`src/rtl/uart_tx_fifo.sv`:
```
// 8N1 UART transmitter fed by a power-of-two byte FIFO; frames go out back-to-back
// while the FIFO holds data. tx is registered and idles high.
module uart_tx_fifo #(
  parameter int CLK_HZ       = 12000000,
  parameter int BAUD         = 115200,
  parameter int CLKS_PER_BIT = CLK_HZ / BAUD,
  parameter int FIFO_DEPTH   = 16
) (
  input  logic                          clk,
  input  logic                          rst,
  input  logic [7:0]                    tx_data,
  input  logic                          tx_valid,
  output logic                          tx_ready,
  output logic                          tx,
  output logic                          busy,
  output logic [$clog2(FIFO_DEPTH):0]   fifo_count
);

  localparam int PTR_W = $clog2(FIFO_DEPTH);
  localparam int CNT_W = PTR_W + 1;
  localparam int CPB_W = (CLKS_PER_BIT > 1) ? $clog2(CLKS_PER_BIT) : 1;
  localparam logic [CPB_W-1:0] CELL_LAST = CPB_W'(CLKS_PER_BIT - 1);
  localparam logic [CNT_W-1:0] FULL      = CNT_W'(FIFO_DEPTH);

  typedef enum logic [1:0] {IDLE, START, DATA, STOP} state_e;

  logic [7:0]       mem_q [FIFO_DEPTH];
  logic [PTR_W-1:0] wr_ptr_q, rd_ptr_q;
  logic [CNT_W-1:0] count_q;
  state_e           state_q, state_d;
  logic [CPB_W-1:0] cell_q, cell_d;
  logic [2:0]       bit_q, bit_d;
  logic [7:0]       shift_q, shift_d;
  logic             tx_q, tx_d;
  logic             push, pop, nonempty, cell_end;

  assign tx_ready   = !rst && (count_q != FULL);
  assign push       = tx_valid && tx_ready;
  assign nonempty   = (count_q != '0);
  assign cell_end   = (cell_q == CELL_LAST);
  assign tx         = tx_q;
  assign busy       = (state_q != IDLE);
  assign fifo_count = count_q;

  // Pointers wrap for free because FIFO_DEPTH is a power of two.
  always_ff @(posedge clk or posedge rst) begin
    if (rst) begin
      wr_ptr_q <= '0;
      rd_ptr_q <= '0;
      count_q  <= '0;
    end else begin
      if (push) wr_ptr_q <= wr_ptr_q + 1'b1;
      if (pop)  rd_ptr_q <= rd_ptr_q + 1'b1;
      case ({push, pop})
        2'b10:   count_q <= count_q + 1'b1;
        2'b01:   count_q <= count_q - 1'b1;
        default: count_q <= count_q;
      endcase
    end
  end

  always_ff @(posedge clk) begin
    if (push) mem_q[wr_ptr_q] <= tx_data;
  end

  always_ff @(posedge clk or posedge rst) begin
    if (rst) begin
      state_q <= IDLE;
      cell_q  <= '0;
      bit_q   <= '0;
      shift_q <= '0;
      tx_q    <= 1'b1;
    end else begin
      state_q <= state_d;
      cell_q  <= cell_d;
      bit_q   <= bit_d;
      shift_q <= shift_d;
      tx_q    <= tx_d;
    end
  end

  always_comb begin
    state_d = state_q;
    cell_d  = cell_q;
    bit_d   = bit_q;
    shift_d = shift_q;
    tx_d    = tx_q;
    pop     = 1'b0;
    case (state_q)
      IDLE: begin
        tx_d = 1'b1;
        if (nonempty) begin
          pop     = 1'b1;
          shift_d = mem_q[rd_ptr_q];
          tx_d    = 1'b0;
          cell_d  = '0;
          state_d = START;
        end
      end
      START: begin
        if (cell_end) begin
          cell_d  = '0;
          bit_d   = '0;
          tx_d    = shift_q[0];
          state_d = DATA;
        end else begin
          cell_d = cell_q + 1'b1;
        end
      end
      DATA: begin
        // shift_q[0] is the bit on the line; shift right to expose the next one.
        if (cell_end) begin
          cell_d = '0;
          if (bit_q == 3'd7) begin
            tx_d    = 1'b1;
            state_d = STOP;
          end else begin
            bit_d   = bit_q + 3'd1;
            shift_d = shift_q >> 1;
            tx_d    = shift_q[1];
          end
        end else begin
          cell_d = cell_q + 1'b1;
        end
      end
      STOP: begin
        if (cell_end) begin
          cell_d = '0;
          if (nonempty) begin
            pop     = 1'b1;
            shift_d = mem_q[rd_ptr_q];
            tx_d    = 1'b0;
            state_d = START;
          end else begin
            state_d = IDLE;
          end
        end else begin
          cell_d = cell_q + 1'b1;
        end
      end
      default: state_d = IDLE;
    endcase
  end

endmodule

```
`config.mk`:
```
export PLATFORM = sky130hd
export DESIGN_NAME = uart_tx_fifo
export DESIGN_NICKNAME = d
export VERILOG_FILES = /design/src/rtl/uart_tx_fifo.sv
export SDC_FILE = /design/constraint.sdc
export NUM_CORES = 1
export LEC_CHECK = 0
export CAP_MARGIN = 20
export CORE_MARGIN = 3
export CORE_UTILIZATION = 44
export CTS_BUF_LIST = sky130_fd_sc_hd__clkbuf_16
export CTS_CLUSTER_SIZE = 24
export DETAILED_ROUTE_END_ITERATION = 6
export GPL_TIMING_DRIVEN = 0
export SLEW_MARGIN = 20
export SYNTH_ARGS = -nofsm -noshare
export SYNTH_HDL_FRONTEND = slang
export SYNTH_SLANG_ARGS = --single-unit
export TNS_END_PERCENT = 5
```
`constraint.sdc`:
```
create_clock -name clk -period 2.95 [get_ports clk]
set_clock_uncertainty 0.1 [all_clocks]
set_input_delay 0.59 -clock clk [delete_from_list [all_inputs] [get_ports clk]]
set_output_delay 0.59 -clock clk [all_outputs]
set_load 0.01 [all_outputs]
```
Word level (Yosys, flattened, before mapping) --
Memories as Yosys holds them, arrays and structs flattened. Cells that the tools add are included.
Word-level totals: register bits 34, memory bits (writable) 128, memories kept 1, logic and storage cells 76
Memories:
- mem_q | words 16, bits a word 8, read ports 1, clocked after Yosys merged registers in 0, write ports 1, RTL line 27 | logic [7:0] mem_q [FIFO_DEPTH];
Operators by class: add/subtract/negate cells 6, reduce and logical (&&, ||, !) cells 14, eq/ne operators 15, muxes and demuxes 32
Operators by type and width (number):
- two-way mux 8 bit | 4
- one-hot mux 8 bit (3 select lines) | 1
- two-way mux 7 bit | 2
- inequality test 2 bit (second input constant) | 7
- one-hot mux 7 bit (2 select lines) | 1
- AND reduction 4 bit | 3
- two-way mux 1 bit | 11
- two-way mux 2 bit | 5
- one-hot mux 5 bit (2 select lines) | 1
- two-way mux 3 bit | 3
- adder 4 x 1 -> 4 bit (second input constant) | 2
- one-hot mux 2 bit (4 select lines) | 1
- adder 7 x 1 -> 7 bit (second input constant) | 1
- == test 7 bit (second input constant) | 1
- == test 2 bit (second input constant) | 3
- one-hot mux 3 bit (2 select lines) | 1
- nonzero test 2 bit | 3
- adder 5 x 1 -> 5 bit (second input constant) | 1
- inequality test 5 bit (second input constant) | 1
- AND reduction 5 bit | 1
- nonzero test 5 bit | 1
- subtractor 5 x 1 -> 5 bit (second input constant) | 1
- == test 2 x 1 -> 1 bit (second input constant) | 2
- one-hot mux 1 bit (4 select lines) | 1
- 8 further kinds | 9

Longest topological paths before layout --
Gate-level depths: netlist of the first run.
depth in word-level cells 6, depth in mapped cells 15, gate-level depth less buffers 12

Least setup slack after synthesis of the first run --
OpenSTA, ideal clock, no wires.
path type register to register, from reg count_q[1], in the netlist fifo_count[1], to reg count_q[4], in the netlist fifo_count[4], path buffers 3, setup time 136 ps, period minus slack after synthesis 2856 ps, arrival 2620 ps, cell stages (with the launch flop) 16, slack 94 ps, path through dfrtp_1 buf_6 nor4_1 a21oi_1 and2_1 buf_2 inv_2 ha_1 clkbuf_1 xor2_1 ha_1 nor2b_1 o21ai_0 a31oi_1 nor2_1 xor2_1
RTL lines:
- start: declaration | RTL line 29 | logic [CNT_W-1:0] count_q;
- start signal: assignment | RTL line 55 | 2'b10: count_q <= count_q + 1'b1;
- start signal: assignment | RTL line 56 | 2'b01: count_q <= count_q - 1'b1;
- start signal: assignment | RTL line 57 | default: count_q <= count_q;
- inequality test 5 bit * | RTL line 37 | assign tx_ready = !rst && (count_q != FULL);
- logical AND 1 bit * | RTL line 37
- named net tx_ready | RTL line 13 | output logic tx_ready,
- logical AND 1 bit * | RTL line 38 | assign push = tx_valid && tx_ready;
- == test 2 x 1 -> 1 bit or == test 2 bit (tied branches) | RTL line 54 | case ({push, pop})
- one-hot mux 5 bit (2 select lines) or nonzero test 2 bit (tied branches)
The timed path passes the listed nets; every way through them passes the cells marked *. A chain may end at the register's enable or synchronous reset.

Worst setup path after layout of the first run --
from reg count_q[2], in the netlist fifo_count[2], to reg count_q[4], in the netlist fifo_count[4]
Between the ends: cells in the longest elaborated chain, start to end 6
RTL lines:
- nonzero test 5 bit * | RTL line 39 | assign nonempty = (count_q != '0);
- two-way mux 1 bit * | RTL line 92, 129
- two-way mux 1 bit | RTL line 127 | if (cell_end) begin
- one-hot mux 1 bit (2 select lines) * | RTL line 89 | case (state_q)
- named net pop | RTL line 35 | logic push, pop, nonempty, cell_end;
- == test 2 x 1 -> 1 bit or == test 2 bit (tied branches) | RTL line 54
- one-hot mux 5 bit (2 select lines) or nonzero test 2 bit (tied branches)
Marks and branches as above.

==> results of run 1 <==
-- synth_stat cells (all sizes together), types with 2 or more instances --
cell type and count:
mux2 4, buf 14, mux2i 9, mux4 30, xnor2 7, a21oi 18
inv 12, nor2b 3, nor3b 2, edfxtp 128, dfrtp 33, ha 17
o22ai 5, nor2 17, a22o 6, a31oi 8, nand2b 4, nand3 9
o21ai 15, o221ai 2, and3 9, nand4 2, nor3 4, clkbuf 6
nand3b 2, nand2 25, a22oi 7, a21boi 2, xor2 6, o211ai 2
and2 14, a21o 2
-- worst reg2reg max path, stage by stage, from the launching register on --
cell and delay (ps):
dfrtp_1 380, buf_2 190, or4_4 560, nor2_4 170
nor3_4 80, ha_4 200, xor2_1 140, ha_2 180
o211ai_1 170, a21oi_1 90, a31oi_1 140, nor2_1 80
xor2_1 140
-- placed cells by master (no fill, tap or decap), types with 3 or more instances in the layout --
master | netlist | routed
xor2_1 | 6 | 6
dfrtp_1 | 33 | 33
nand2b_1 | 4 | 4
a22oi_1 | 7 | 7
nand2_1 | 25 | 25
edfxtp_1 | 128 | 128
inv_1 | 11 | 13
o21ai_1 | 9 | 9
ha_1 | 17 | 15
buf_6 | 4 | 4
a31oi_1 | 6 | 6
clkinv_4 | 0 | 3
o22ai_1 | 4 | 4
clkbuf_1 | 6 | 4
buf_2 | 7 | 7
a22o_1 | 6 | 6
mux4_2 | 30 | 30
nor2_2 | 3 | 3
nand3_1 | 9 | 9
nor2b_1 | 3 | 3
a21oi_2 | 5 | 6
a21oi_1 | 13 | 12
clkbuf_16 | 0 | 17
xnor2_1 | 7 | 7
and3_1 | 9 | 9
nor2_1 | 13 | 13
o21ai_0 | 5 | 5
inv_6 | 0 | 3
mux2i_1 | 9 | 9
and2_1 | 14 | 14
clkdlybuf4s50_1 | 0 | 18
-- registers in the layout, summed over array words and instances (netlist names) --
| name | count |
|---|---|
| state_q | 2 |
| wr_ptr_q | 4 |
| cell_q | 7 |
| shift_q | 8 |
| mem_q | 128 |
| bit_q | 3 |
| rd_ptr_q | 4 |
| fifo_count | 5 |
| tx | 1 |
-- stage by stage --
| step | worst slack (ps) | area, um2 | util [%] | hold WS [ps] |
|---|---|---|---|---|
| after detailed placement | -388.4 | 7478 | 48.48 | 425.4 |
| final | 212.6 | 8085 | 52.41 | 435.8 |
| after floorplan | 94.28 | 7034 | - | 389.2 |
| after global placement | -366.6 | 7478 | 48.48 | 412.2 |
| after CTS | 36.30 | 8055 | 52.21 | 440.4 |
| after global routing | 24.32 | 8085 | 52.41 | 461.7 |
-- path summary, 6_finish.rpt --
| check | from | cells past startpoint | slack, ps | to |
|---|---|---|---|---|
| min | shift_q[4]$_DFFE_PP0P_ | 2 | 440 | shift_q[4]$_DFFE_PP0P_ |
| min in group asynchronous | rst | 2 | 590 | fifo_count[1]$_DFFE_PP0P_ |
| min reg2reg | shift_q[4]$_DFFE_PP0P_ | 2 | 440 | shift_q[4]$_DFFE_PP0P_ |
| max in group asynchronous | rst | 2 | 1660 | bit_q[0]$_DFFE_PP0P_ |
| max | fifo_count[2]$_DFFE_PP0P_ | 12 | 210 | fifo_count[4]$_DFFE_PP0P_ |
| max reg2reg | fifo_count[2]$_DFFE_PP0P_ | 12 | 210 | fifo_count[4]$_DFFE_PP0P_ |
-- area by class of cell --
cell class,instances,area (um2)
buffer,18,110.1
clock buffer,17,425.4
clock inverter,14,138.9
fill,1310,7342
inverter,12,47.55
multi-input combinational,239,2216
sequential,162,4696
tap,211,264.0
timing repair buffer,19,187.7
-- where the power goes --
group / internal [mW] / total [mW] / switching [mW]
Combinational: 1.26 / 2.73 / 1.47
Clock: 1.24 / 2.10 / 0.866
Sequential: 2.77 / 3.00 / 0.232
Total: 5.27 / 7.83 / 2.56
-- cells by family after synthesis --
| kind of cell | count (synthesis) | synth area share [%] |
|---|---|---|
| flip-flops | 162 | 66.76 |
| AND/OR/NAND/NOR | 94 | 7.293 |
| AO/OA/AOI/OAI | 72 | 7.471 |
| multiplexers | 43 | 11.53 |
| buffers and inverters | 32 | 2.312 |
| adder cells (fa/ha/maj) | 17 | 3.024 |
| XOR/XNOR | 13 | 1.619 |
-- timing repair --
item                       in CTS  in global routing
setup endpoints to repair       3                  2
setup buffers                   1                  0
pin swaps                       1                  1
gates resized for setup         2                  6
-- per-layer routing --
layer	up-vias	global-route usage, %	share of wire [%]
li1	1757	-	-
met1	1960	22.43	45
met2	75	26.15	50
met3	14	4.030	3.9
met4	0	4.850	1.2
met5	-	0	0
==> results.md, run 1 <==
* Ranking of synthesized cells by area: edfxtp_1 55%, dfrtp_1 12%, mux4_2 9.6%
* # setup viols final at 0
* Syn_nets at 461
* Die X at ~130 um
* Largest net degree at the start of global routing at 35
* Worst-path clk slew at approximately 60 ps
* Clk buf depth at 2
* Status: completed
* Final std cells w/o fill at roughly 690
* Via count at 3,806
* Unique masters post-synth at 57
* GPL Wtd Cong at about 0.81
* Relative slew margins at approximately 48%
* Critical Path Source Type: flip-flop
* Max-Cap Viols at 0
* Via density at roughly 5.5
* Fraction of layout cells with a size suffix above 1 at between 20% and 30%
* H-tree depth at 4
* CTS buffer count at 17
* Crit path capture type: flip-flop
* P_leak at ~2.8 nW
* Vias in the first global route at about 3.8k
* Crit-path max FO at 9
* FMAX at between 300 and 400 MHz
* Most frequent CP cell: xor2_1
* Post-synth EDFFs at 128
* Top delay family on crit path: simple AND/OR/NAND/NOR gates
* Ports at 19
* Grt total ovfl at 0
* Power, Total at between 7 and 8 mW
* Die footprint at 17,540 um2
* Synth warn at 0
* Synthesized instance count at 433
* Cell count after placement at roughly 660
* Fin. Hold Viols at 0
* First-pass GRT wire length at around 21 mm
* Worst skew pair latency at 410 ps
* CP required at 3130 ps
* Worst Hold Class: reg2reg
* Slew @ Worst Pin at around 780 ps
* Classification of the worst setup path: reg2reg
* Period utilisation layout at between 90 and 100%
* # diodes at 0
* Post-CTS Hold Buffers at 0
* 1st-iter DRT viols at around 210
* Main synth FF type: edfxtp_1
* Maximum VDD drop at between 0.6 and 0.7 mV
* Final Slew Violations at 0
* #FFs+latches synth at between 150 and 200
* Min Tclk post-route at 2737 ps
* Crit path largest cell delay at about 550 ps
* CTS tree: yes
* Area leader, netlist: edfxtp_1
* # DRC at 0
* Core Footprint at ~15,000 um2
* Clk sink count at 162
* RSZ-0062 raised after global routing: false
* TNS Setup at 0 ps
* PortBufs at 18
* Asr flop ratio synth at about a fifth
* Wire per inst at 20.02 um
* Avg Inst Size Synth at between 15 and 20 um2
* Pwr dens at 968.9 nW/um2
* Chip height at approximately 130 um
* Row count at 45
* Total GRT Usage at approximately 16%
* Post-detailed-route count of antenna-violating nets at 0
* Area added between synthesis and finish at 14.94%
* Share of the synthesized area in the top cell type at 54.64%
* Sequential area share after synthesis at between 60 and 70%
* Slowest cell on crit path: or4_4
* Initial antenna violation count at 0
* Initial Util at 45.60%
* CP bufs+invs at 1
* Total length of routed wires at roughly 14 mm
* CTS root buf: clkbuf_16
* DP Wirelength at 9.081 mm
* Initial DRT Pass Iterations at 5
* Crit-path cells: buf_2 > or4_4 > nor2_4 > nor3_4 > ha_4 > xor2_1 > ha_2 > o211ai_1 > a21oi_1 > a31oi_1 > nor2_1 > xor2_1
* Mapped cell area at 7034 um2
* Net count, final at 497
* Worst Path Arrival at 2920 ps
No activity file was read; power rests on OpenSTA's default activity.
==> run 2: changes to the inputs <==
Settings changed: ABC_AREA set to 0.
==> results of run 2 <==
No change in the layout: final DEF, timing and power equal those of run 1.
==> run 3: changes to the inputs <==
Settings changed: CAP_MARGIN 20 to 15.
==> results of run 3 <==
No change in the layout: final DEF, timing and power equal those of run 1.
==> RTL edit (settings of run 2) <==
`CLK_HZ`: 12000000 -> 3000000.
--- a/src/rtl/uart_tx_fifo.sv
+++ b/src/rtl/uart_tx_fifo.sv
@@ -1,7 +1,7 @@
 // 8N1 UART transmitter fed by a power-of-two byte FIFO; frames go out back-to-back
 // while the FIFO holds data. tx is registered and idles high.
 module uart_tx_fifo #(
-  parameter int CLK_HZ       = 12000000,
+  parameter int CLK_HZ       = 3000000,
   parameter int BAUD         = 115200,
   parameter int CLKS_PER_BIT = CLK_HZ / BAUD,
   parameter int FIFO_DEPTH   = 16
Function: same outputs for any inputs over 10 cycles, from zero or initial values and one cycle with rst high; that may be too few to reach the edited logic, so the function may still have changed.
==> RTL edit against run 2 <==
First-iteration DRC count rose by 61%. Global-route usage up 0.79 points. Via count about the same. Sequential cell count is 2 lower. Clock power rose by 7%. Total power grew 3.0%. Final area down 0.63%. Count of clock-buffer cells in the layout unchanged. Worst setup slack lost 130 ps. Area after synthesis fell by 1.9%. Final cell count is 1.2% higher. Synthesized cell count rose by 0.46%. Largest power group unchanged. Routed wire length rose by 1.4%.
==> RTL edit: results (changes against run 2) <==
Worst setup path
  – Worst R2R Setup Slack: 80 ps (-130 ps)
  – Critical path capture point: fifo_count[4]$_DFFE_PP0P_
  – R2r worst-path depth: 12 (unchanged)
  – Crit Path Class: reg -> reg
  – Worst EP arrival: 3080 ps (+160 ps)
  – FF-to-FF Start: cell_q[0]$_DFFE_PP0P_
  – Worst path top cell family by delay: simple AND/OR/NAND/NOR gates
  – Critical path's slowest cell: or4b_1
  – Crit Path Max Fanout: 9 (unchanged)
  – Max incr delay on CP: 490 ps (-60 ps)
  – Crit Reg-Reg Endpoint: fifo_count[4]$_DFFE_PP0P_

Layout
  – Largest regs: mem_q (128), shift_q (8)
  – Fin nets: 504 (+1.4%)
  – Ant diodes: 0 (unchanged)
  – Layout cells sized above 1: 16.0% (-4.6 points)
  – Filler instances: 1228 (-6.3%)

Placed design
  – HPWL after detailed placement: 9.01 mm (-0.74%)
  – Port bufs: 18 (unchanged)
  – Routability congestion estimate: 0.799 (-1.3%)

Power and ir drop
  – Peak supply drop: 0.485 mV (-24%)
  – Leakage: 0.00296 uW (+5.7%)

Yosys
  – Xor/xnor share of the synthesized area: 1.52% (-0.095 points)
  – Synth top area cells: edfxtp_1 56%, dfrtp_1 11%, mux2i_1 4.6%, mux4_1 3.8%, ha_1 3.1%
  – Async set-reset flop share out of synthesis: 20.0% (-0.99 points)
  – Yosys warns: 0 (unchanged)
  – Sequential share of the synthesized area: 67.3% (+0.59 points)
  – Synth Area in Compound Gates: 7.11% (-0.36 points)
  – Leading area contributor after synthesis: edfxtp_1
  – Mapped Nets: 463 (+0.43%)
  – Unique masters post-synth: 51 (-11%)
  – Number of synthesized flops with an enable pin: 128 (unchanged)
  – Commonest cells post-synth: 128 x edfxtp_1, 32 x mux2i_1, 31 x dfrtp_1
  – Adder-Cell Fraction of Synth Area: 3.08% (+0.060 points)
  – Multiplexer share of the synthesized area: 11.9% (+0.35 points)

Global route
  – Vias in the first global route: 3853 (+1.7%)
  – Initial antenna violation count: 0 (unchanged)
  – First-pass GRT wire length: 22.0 mm (+2.4%)
  – Met3 usage: 5.25% (+1.2 points)
  – Largest net degree at the start of global routing: 33 (-5.7%)
  – Met2 Use GR: 27.6% (+1.4 points)
  – GR Layer Usage met1: 22.3% (-0.15 points)
  – All-Layer GR Usage: 17.1% (+0.79 points)

Route
  – Router iterations before antenna repair: 4 (-1)
  – Vias: 3805 (-0.026%)
  – Initial DRC Count: 339 (+61%)
  – WL per Instance: 20.1 um (+0.23%)

Timing
  – Slew HR: 54.4% (+6.3 points)

CTS
  – Clk slew on worst S/H paths: 60 ps (about the same)
  – H-tree lvl count: 4 (unchanged)
  – Clk root buf: clkbuf_16
  – Clock tree buffer depth: 2 (unchanged)
  – Skew-Pair Late Insertion Delay: 430 ps (+20 ps)
  – CTS buffer count: 17 (unchanged)

Hold path
  – Hold Path Class: reg -> reg

Outcome
  – Status: complete, no violations
RTL edit: area by class of cell:
cell class / count / area share (%)
plain buffers: 18 / 1.62
well taps: 211 / 3.29
multi-input cells: 241 / 26.2
repair buffers: 24 / 2.80
inverters: 14 / 0.685
clock buffers: 17 / 5.30
clock inverters: 15 / 2.24
flip-flops and latches: 160 / 57.9
RTL edit: stage by stage:
step                      worst slack (ps)  instance area, sq um  cells  utilization, %
final                                 79.0                  8030    700            52.7
after floorplan                       20.3                  6930    435               -
after CTS                             17.0                  8010    698            52.5
after global routing                 -74.5                  8030    700            52.7
after detailed placement              -408                  7380    664            48.3
after global placement                -301                  7380    664            48.3
RTL edit: cells by family after synthesis:
group | count (synthesis)
buffers and inverters | 34
adder cells (fa/ha/maj) | 17
XOR/XNOR | 12
AO/OA/AOI/OAI | 72
multiplexers | 54
flip-flops | 160
AND/OR/NAND/NOR | 86
RTL edit: power breakdown:
part | switching, uW | internal (uW)
Combinational | 1540 | 1290
Clock | 906 | 1340
Sequential | 235 | 2760
RTL edit: worst reg2reg max path: cells and delay by family (launching register included):
kind	cells	cell delay, ps
fa+ha+maj	3	610
buf+inv	1	150
flops	1	420
xor+xnor	2	260
compound gates	3	370
simple gates	3	840
RTL edit: repair_timing:
action	4_1_cts	5_1_grt
hold buffers	0	0
endpoints found under the setup margin	2	2
buffers inserted	4	2
pin swaps	3	1
gates resized for setup	6	5
RTL edit: worst min path at each step:
| stage | depth (start not counted) | end | slack (ps) | from |
|---|---|---|---|---|
| finish | 2 | tx$_DFFE_PP1P_ | 370 | tx$_DFFE_PP1P_ |
| global route | 2 | tx$_DFFE_PP1P_ | 410 | tx$_DFFE_PP1P_ |
| CTS | 2 | tx$_DFFE_PP1P_ | 380 | tx$_DFFE_PP1P_ |
| detailed placement | 2 | tx$_DFFE_PP1P_ | 360 | tx$_DFFE_PP1P_ |
| global placement | 2 | tx$_DFFE_PP1P_ | 360 | tx$_DFFE_PP1P_ |
| floorplan | 2 | tx$_DFFE_PP1P_ | 370 | tx$_DFFE_PP1P_ |
RTL edit: routing by layer:
metal	share of wire, %	up-vias
li1	-	1773
met1	45	1936
met2	49	78
met3	3.9	18
met4	1.9	0
met5	0	-
